### config.mk
export PLATFORM = sky130hd
export DESIGN_NAME = bec_ladder_ctrl
export DESIGN_NICKNAME = d
export VERILOG_FILES = /design/src/rtl/bec_pkg.sv /design/src/rtl/bec_ladder_opdec.sv /design/src/rtl/bec_ladder_ctrl.sv
export SDC_FILE = /design/constraint.sdc
export NUM_CORES = 2
export LEC_CHECK = 0
export CAP_MARGIN = 25
export CORE_AREA = 2 2 758 760
export CTS_CLUSTER_DIAMETER = 50
export DETAILED_ROUTE_END_ITERATION = 8
export DIE_AREA = 0 0 760 762
export GPL_TIMING_DRIVEN = 1
export HOLD_SLACK_MARGIN = 0.05
export PLACE_DENSITY = 0.32
export SYNTH_ARGS = -nofsm -noshare
export SYNTH_HDL_FRONTEND = slang
export SYNTH_SLANG_ARGS = --single-unit
### constraint.sdc
create_clock -name clk -period 9.87 [get_ports clk]
set_input_delay 1.974 -clock clk [delete_from_list [all_inputs] [get_ports clk]]
set_output_delay 1.974 -clock clk [all_outputs]
set_load 0.005 [all_outputs]
### src/rtl/bec_pkg.sv
// Shared types and constants for the binary-Edwards-curve ladder controller.
package bec_pkg;
  localparam int M_DEF     = 163;
  localparam int KEY_W_DEF = 163;
  localparam int NUM_OPS   = 7;

  localparam logic ACB_CFG_MUL = 1'b0;
  localparam logic ACB_CFG_MAC = 1'b1;

  typedef enum logic [1:0] {S_IDLE, S_ISSUE, S_WAIT, S_DONE} state_e;

  typedef logic [2:0] op_t;

  // Operand source: a working register (idx 0..3 = A..D), the X^Z of the
  // pair starting at idx, or one of the curve constants.
  typedef enum logic [1:0] {SRC_REG, SRC_PAIR_XOR, SRC_INV_W0, SRC_D} src_kind_e;
  typedef struct packed {
    src_kind_e  kind;
    logic [1:0] idx;
  } src_t;

  // Per-register write-back: XPART means Z <= X_of_same_pair ^ r.
  typedef enum logic [1:0] {WB_NONE, WB_SET, WB_XOR, WB_XPART} wb_e;
endpackage

### src/rtl/bec_ladder_opdec.sv
// Micro-op decoder: maps (op, key bit) to physical operand selects,
// ACB mode and per-register write-back actions.
module bec_ladder_opdec
  import bec_pkg::*;
(
  input  op_t        op,
  input  logic       ki,
  output src_t       src_a,
  output src_t       src_b,
  output logic       cfg,
  output wb_e  [3:0] wb
);
  logic [1:0] xw, zw, xo, zo;

  // ki=1 works on (A,B) against (C,D); ki=0 swaps the roles.
  assign xw = ki ? 2'd0 : 2'd2;
  assign zw = xw | 2'd1;
  assign xo = ki ? 2'd2 : 2'd0;
  assign zo = xo | 2'd1;

  always_comb begin
    src_a = '{kind: SRC_REG, idx: xw};
    src_b = '{kind: SRC_REG, idx: zo};
    cfg   = ACB_CFG_MUL;
    for (int i = 0; i < 4; i++) wb[i] = WB_NONE;
    case (op)
      3'd0: wb[xw] = WB_SET;
      3'd1: begin src_a.idx = zw; src_b.idx = xo; wb[xw] = WB_XOR; end
      3'd2: begin src_a.idx = zw; wb[zw] = WB_SET; end
      3'd3: begin
        src_a.kind = SRC_INV_W0;
        src_b.idx  = xw;
        cfg        = ACB_CFG_MAC;
        wb[xw]     = WB_XOR;
        wb[zw]     = WB_XOR;
      end
      3'd4: begin
        src_a.idx = xo;
        src_b     = '{kind: SRC_PAIR_XOR, idx: xo};
        wb[xo]    = WB_SET;
      end
      3'd5: begin src_a.idx = zo; wb[zo] = WB_SET; end
      3'd6: begin src_a.kind = SRC_D; cfg = ACB_CFG_MAC; wb[zo] = WB_XPART; end
      default: ;
    endcase
  end
endmodule

### src/rtl/bec_ladder_ctrl.sv
// Full Montgomery-ladder scalar multiplication sequencer driving an external
// multiply/accumulate unit, seven micro-ops per key bit, MSB first.
module bec_ladder_ctrl
  import bec_pkg::*;
#(
  parameter int M     = M_DEF,
  parameter int KEY_W = KEY_W_DEF,
  parameter int IW    = $clog2(KEY_W)
) (
  input  logic             clk,
  input  logic             rst,
  input  logic             start,
  input  logic             abort,
  input  logic [KEY_W-1:0] key,
  input  logic [M-1:0]     w1,
  input  logic [M-1:0]     z1,
  input  logic [M-1:0]     w2,
  input  logic [M-1:0]     z2,
  input  logic [M-1:0]     d,
  input  logic [M-1:0]     inv_w0,
  output logic             acb_start,
  output logic             acb_cfg,
  output logic [M-1:0]     acb_a,
  output logic [M-1:0]     acb_b,
  input  logic [M-1:0]     acb_c,
  input  logic             acb_done,
  output logic             busy,
  output logic             done,
  output logic [IW-1:0]    bit_idx,
  output logic [M-1:0]     wout,
  output logic [M-1:0]     zout
);
  state_e            state, state_d;
  logic [3:0][M-1:0] regs;   // A, B, C, D
  logic [KEY_W-1:0]  key_q;
  op_t               op;
  src_t              src_a, src_b;
  logic              cfg;
  wb_e  [3:0]        wb;
  logic              active, last_op, last_bit, wb_en;

  bec_ladder_opdec u_opdec (
    .op    (op),
    .ki    (key_q[KEY_W-1]),
    .src_a (src_a),
    .src_b (src_b),
    .cfg   (cfg),
    .wb    (wb)
  );

  function automatic logic [M-1:0] pick(input src_t s, input logic [3:0][M-1:0] r,
                                        input logic [M-1:0] dc, input logic [M-1:0] iw);
    case (s.kind)
      SRC_REG:      pick = r[s.idx];
      SRC_PAIR_XOR: pick = r[s.idx] ^ r[s.idx | 2'd1];
      SRC_INV_W0:   pick = iw;
      default:      pick = dc;
    endcase
  endfunction

  // Operands are decoded from stable registers, so they hold through WAIT.
  assign active    = (state == S_ISSUE) || (state == S_WAIT);
  assign acb_start = (state == S_ISSUE);
  assign acb_cfg   = active & cfg;
  assign acb_a     = active ? pick(src_a, regs, d, inv_w0) : '0;
  assign acb_b     = active ? pick(src_b, regs, d, inv_w0) : '0;
  assign busy      = (state != S_IDLE);
  assign done      = (state == S_DONE);
  assign wout      = regs[0];
  assign zout      = regs[1];
  assign last_op   = (op == op_t'(NUM_OPS - 1));
  assign last_bit  = (bit_idx == '0);
  assign wb_en     = (state == S_WAIT) && acb_done && !abort;

  always_ff @(posedge clk) begin
    if (rst) state <= S_IDLE;
    else     state <= state_d;
  end

  always_comb begin
    state_d = state;
    case (state)
      S_IDLE:  if (start) state_d = S_ISSUE;
      S_ISSUE: state_d = abort ? S_IDLE : S_WAIT;
      S_WAIT: begin
        if (abort)         state_d = S_IDLE;
        else if (acb_done) state_d = (last_op && last_bit) ? S_DONE : S_ISSUE;
      end
      default: state_d = S_IDLE;
    endcase
  end

  always_ff @(posedge clk) begin
    if (rst) begin
      regs    <= '0;
      key_q   <= '0;
      op      <= '0;
      bit_idx <= '0;
    end else if (state == S_IDLE && start) begin
      regs    <= {z2, w2, z1, w1};
      key_q   <= key;
      op      <= '0;
      bit_idx <= IW'(KEY_W - 1);
    end else if (wb_en) begin
      for (int i = 0; i < 4; i++) begin
        case (wb[i])
          WB_SET:   regs[i] <= acb_c;
          WB_XOR:   regs[i] <= regs[i] ^ acb_c;
          WB_XPART: regs[i] <= regs[i & 2] ^ acb_c;
          default:  ;
        endcase
      end
      if (!last_op) begin
        op <= op + 3'd1;
      end else if (!last_bit) begin
        op      <= '0;
        bit_idx <= bit_idx - IW'(1);
        key_q   <= key_q << 1;
      end
    end
  end
endmodule
==> metrics.md <==
| Metric | Value |
|---|---|
| Critical Path Max Stage Delay | between 0.8 and 0.9 ns |
| Commonest non-fill, non-tap cells in the layout | clkdlybuf4s50_1, nand2_1, dfxtp_1 |
| Global route overflow | 0 |
| WP data required | 7.90 ns |
| Ys flop type | dfxtp_1 |
| Largest net degree at the start of global routing | 218 |
| Endpoints failing hold | 0 |
| Clk slew on worst S/H paths | around 0.05 ns |
| Commonest non-fill, non-tap cell in the layout | clkdlybuf4s50_1 |
| Tmin final | 8.29 ns |
| Worst setup EP type | primary output |
| Number of cell rows | 278 |
| Crit path kind | flip-flop to primary output |
| Syn avg cell area | between 7 and 8 µm² |
| PostCTS Resize Cnt | 0 |
| Maximum vdd drop | about 0.00016 V |
| Top-level I/O count | around 2000 |
| Initial Utilization | 0.133 |
| Sequential Area | around 17000 µm² |
| H-tree depth | 4 |
| Total power | about 18 mW |
| Filler Cell Count | approximately 65000 |
| Critical-path maximum fanout | 58 |
| Residual DRC count | 0 |
| P&R area growth vs syn | 43.7% |
| TritonCTS clock tree | yes |
| Via density | 5.08 |
| Mapped Cells | ~10000 |
| CP cell instances | nand3b_4 -> buf_4 -> buf_4 -> buf_4 -> nand3_1 -> nand2_1 -> a221o_1 -> clkdlybuf4s50_1 |
| Initial antenna violation count | ~320 |
| Core area | 571000 µm² |
| #FFs+latches synth | ~830 |
| Critical-path top delay cell | buf_4 |
| Fin crit share | 0.840 |
| Slew HR | -0.0245 |
| Vias in the first global route | ~90000 |
| Hold Crit Class | flip-flop to flip-flop |
| Cell Area, Synth | ~76000 µm² |
| Setup crit start kind | flip-flop |
| First-pass GRT wire length | approximately 950000 µm |
| DP Cell Count | between 15000 and 20000 |
| PwrDens | 163 nW/µm² |
| Postcts setup bufs | 0 |
| Vias after detailed routing | approximately 97000 |
| Status | complete, but fails checks |
| Register area share after synthesis | 0.219 |
| HPWL after detailed placement | roughly 530000 µm |
| Clock latency on the worst-skew pair | 0.97 ns |
| Final Net Count | 12500 |
| Die X | ~760 µm |
| Avg WL per Cell | between 30 and 40 µm |
| Setup-failing EPs final | 0 |
| Antenna-violating nets left | 0 |
| GP Congestion | approximately 0.9 |
| Total Routed Length | 737000 µm |
| Final slew viol count | 17 |
| RSZ-0062 raised after global routing | false |
| Finished Layout Cells | approximately 19000 |
| Die ar. | slightly below 600000 µm² |
| Area taken by multi-input logic gates | ~50000 µm² |
| Pre-Repair DR Iteration Count | 6 |
| Worst path most repeated cell | buf_4 |
| # port buffers | 1972 |
| Initial DRC count | approximately 11000 |
| Clock skew | around 0.11 ns |
| Slew @ Worst Pin | about 1.5 ns |
| Deepest clock path buffer count | 4 |
| Highest clock rate | approximately 120 MHz |
| Asr flop ratio synth | 0 |
| Max Cap Viol | 0 |
| Clock sinks | roughly 830 |
| Share of cells above drive strength 1 | 0.0632 |
| Hold_buf cts | 0 |
| Fin Setup TNS | 0 ns |
| CTS Buf Count | around 240 |
| Die Height | 762 µm |
| Gr usage total | 0.240 |
| Number of synthesized flops with an enable pin | 0 |
| LEAKAGE | roughly 38 nW |
| Ys Warns | 0 |
| Netlist cell types | 69 |
| Syn nets | between 10000 and 15000 |
| Critical Path AT | about 6.3 ns |
| Fin util | 0.191 |
| Failing checks | slew limit |
| CTS Root Cell | clkbuf_16 |
[cell usage after synthesis, types with 169 or more instances]
master / instances / area [µm²]
a211oi_1: 169 / 1270
a21oi_1: 173 / 866
a221oi_1: 315 / 2760
a22oi_1: 325 / 2440
a32oi_1: 331 / 2900
and3_1: 313 / 1960
buf_2: 227 / 1140
buf_4: 335 / 2510
clkbuf_1: 980 / 3680
dfxtp_1: 828 / 16600
inv_1: 337 / 1260
mux2i_1: 511 / 5110
nand2_1: 985 / 3700
nand3_1: 175 / 876
nor2_1: 822 / 3090
nor3_1: 490 / 2450
o21ai_0: 444 / 2220
o22ai_1: 331 / 2070
xor2_1: 169 / 1480
[power by group]
| group | internal, mW | total [mW] | switching [mW] |
|---|---|---|---|
| clock | 5.84 | 8.72 | 2.88 |
| combinational | 1.69 | 4.45 | 2.77 |
| sequential | 3.71 | 4.57 | 0.860 |
| total | 11.2 | 17.7 | 6.50 |
[registers in the layout, summed over array words and instances (netlist names)]
name     flops
bit_idx      8
key_q      163
op           3
regs       326
state        2
wout       163
zout       163
[cell families after synthesis]
family                   share of synthesized area
AO/OA/AOI/OAI                                0.321
multiplexers                                0.0689
adder cells (fa/ha/maj)                    0.00149
XOR/XNOR                                    0.0375
flip-flops                                   0.219
AND/OR/NAND/NOR                              0.231
buffers and inverters                        0.121
[per-layer routing]
metal	GRT usage	wire length, µm	vias up
met5	0	1340	-
met4	0.0828	27700	206
met3	0.0765	70500	999
met2	0.372	322000	5155
met1	0.313	316000	49500
li1	-	-	41300
[critical path, delay by kind of cell (launching register included)]
kind	cells	cell delay [ns]
simple gates	3	1.04
compound gates	1	0.30
flops	1	0.84
buf+inv	4	2.74
[metrics by stage]
stage	worst slack, ns	hold slack (ns)	area, µm²
detailed placement	2.62	0.516	99700
floorplan	4.67	0.449	75700
CTS	1.56	0.525	108000
finish	1.58	0.525	109000
global placement	2.66	0.516	99700
global route	1.48	0.551	109000
[final timing paths]
kind              from         end  slack, ns  depth (start not counted)
max reg2reg      op[0]    zout[60]       3.09                         11
min          regs[347]   regs[347]       0.52                          2
min reg2reg  regs[347]   regs[347]       0.52                          2
max              op[0]  acb_a[113]       1.58                          8
[final cells by class]
type                       count  share of cell area
multi-input combinational   7612               0.462
timing repair buffer        2206               0.204
sequential                   828               0.152
tap                         7560              0.0869
clock buffer                 312              0.0624
clock inverter               135              0.0178
inverter                     339              0.0118
antenna                      136             0.00313
(Power assumes the default switching activity.)
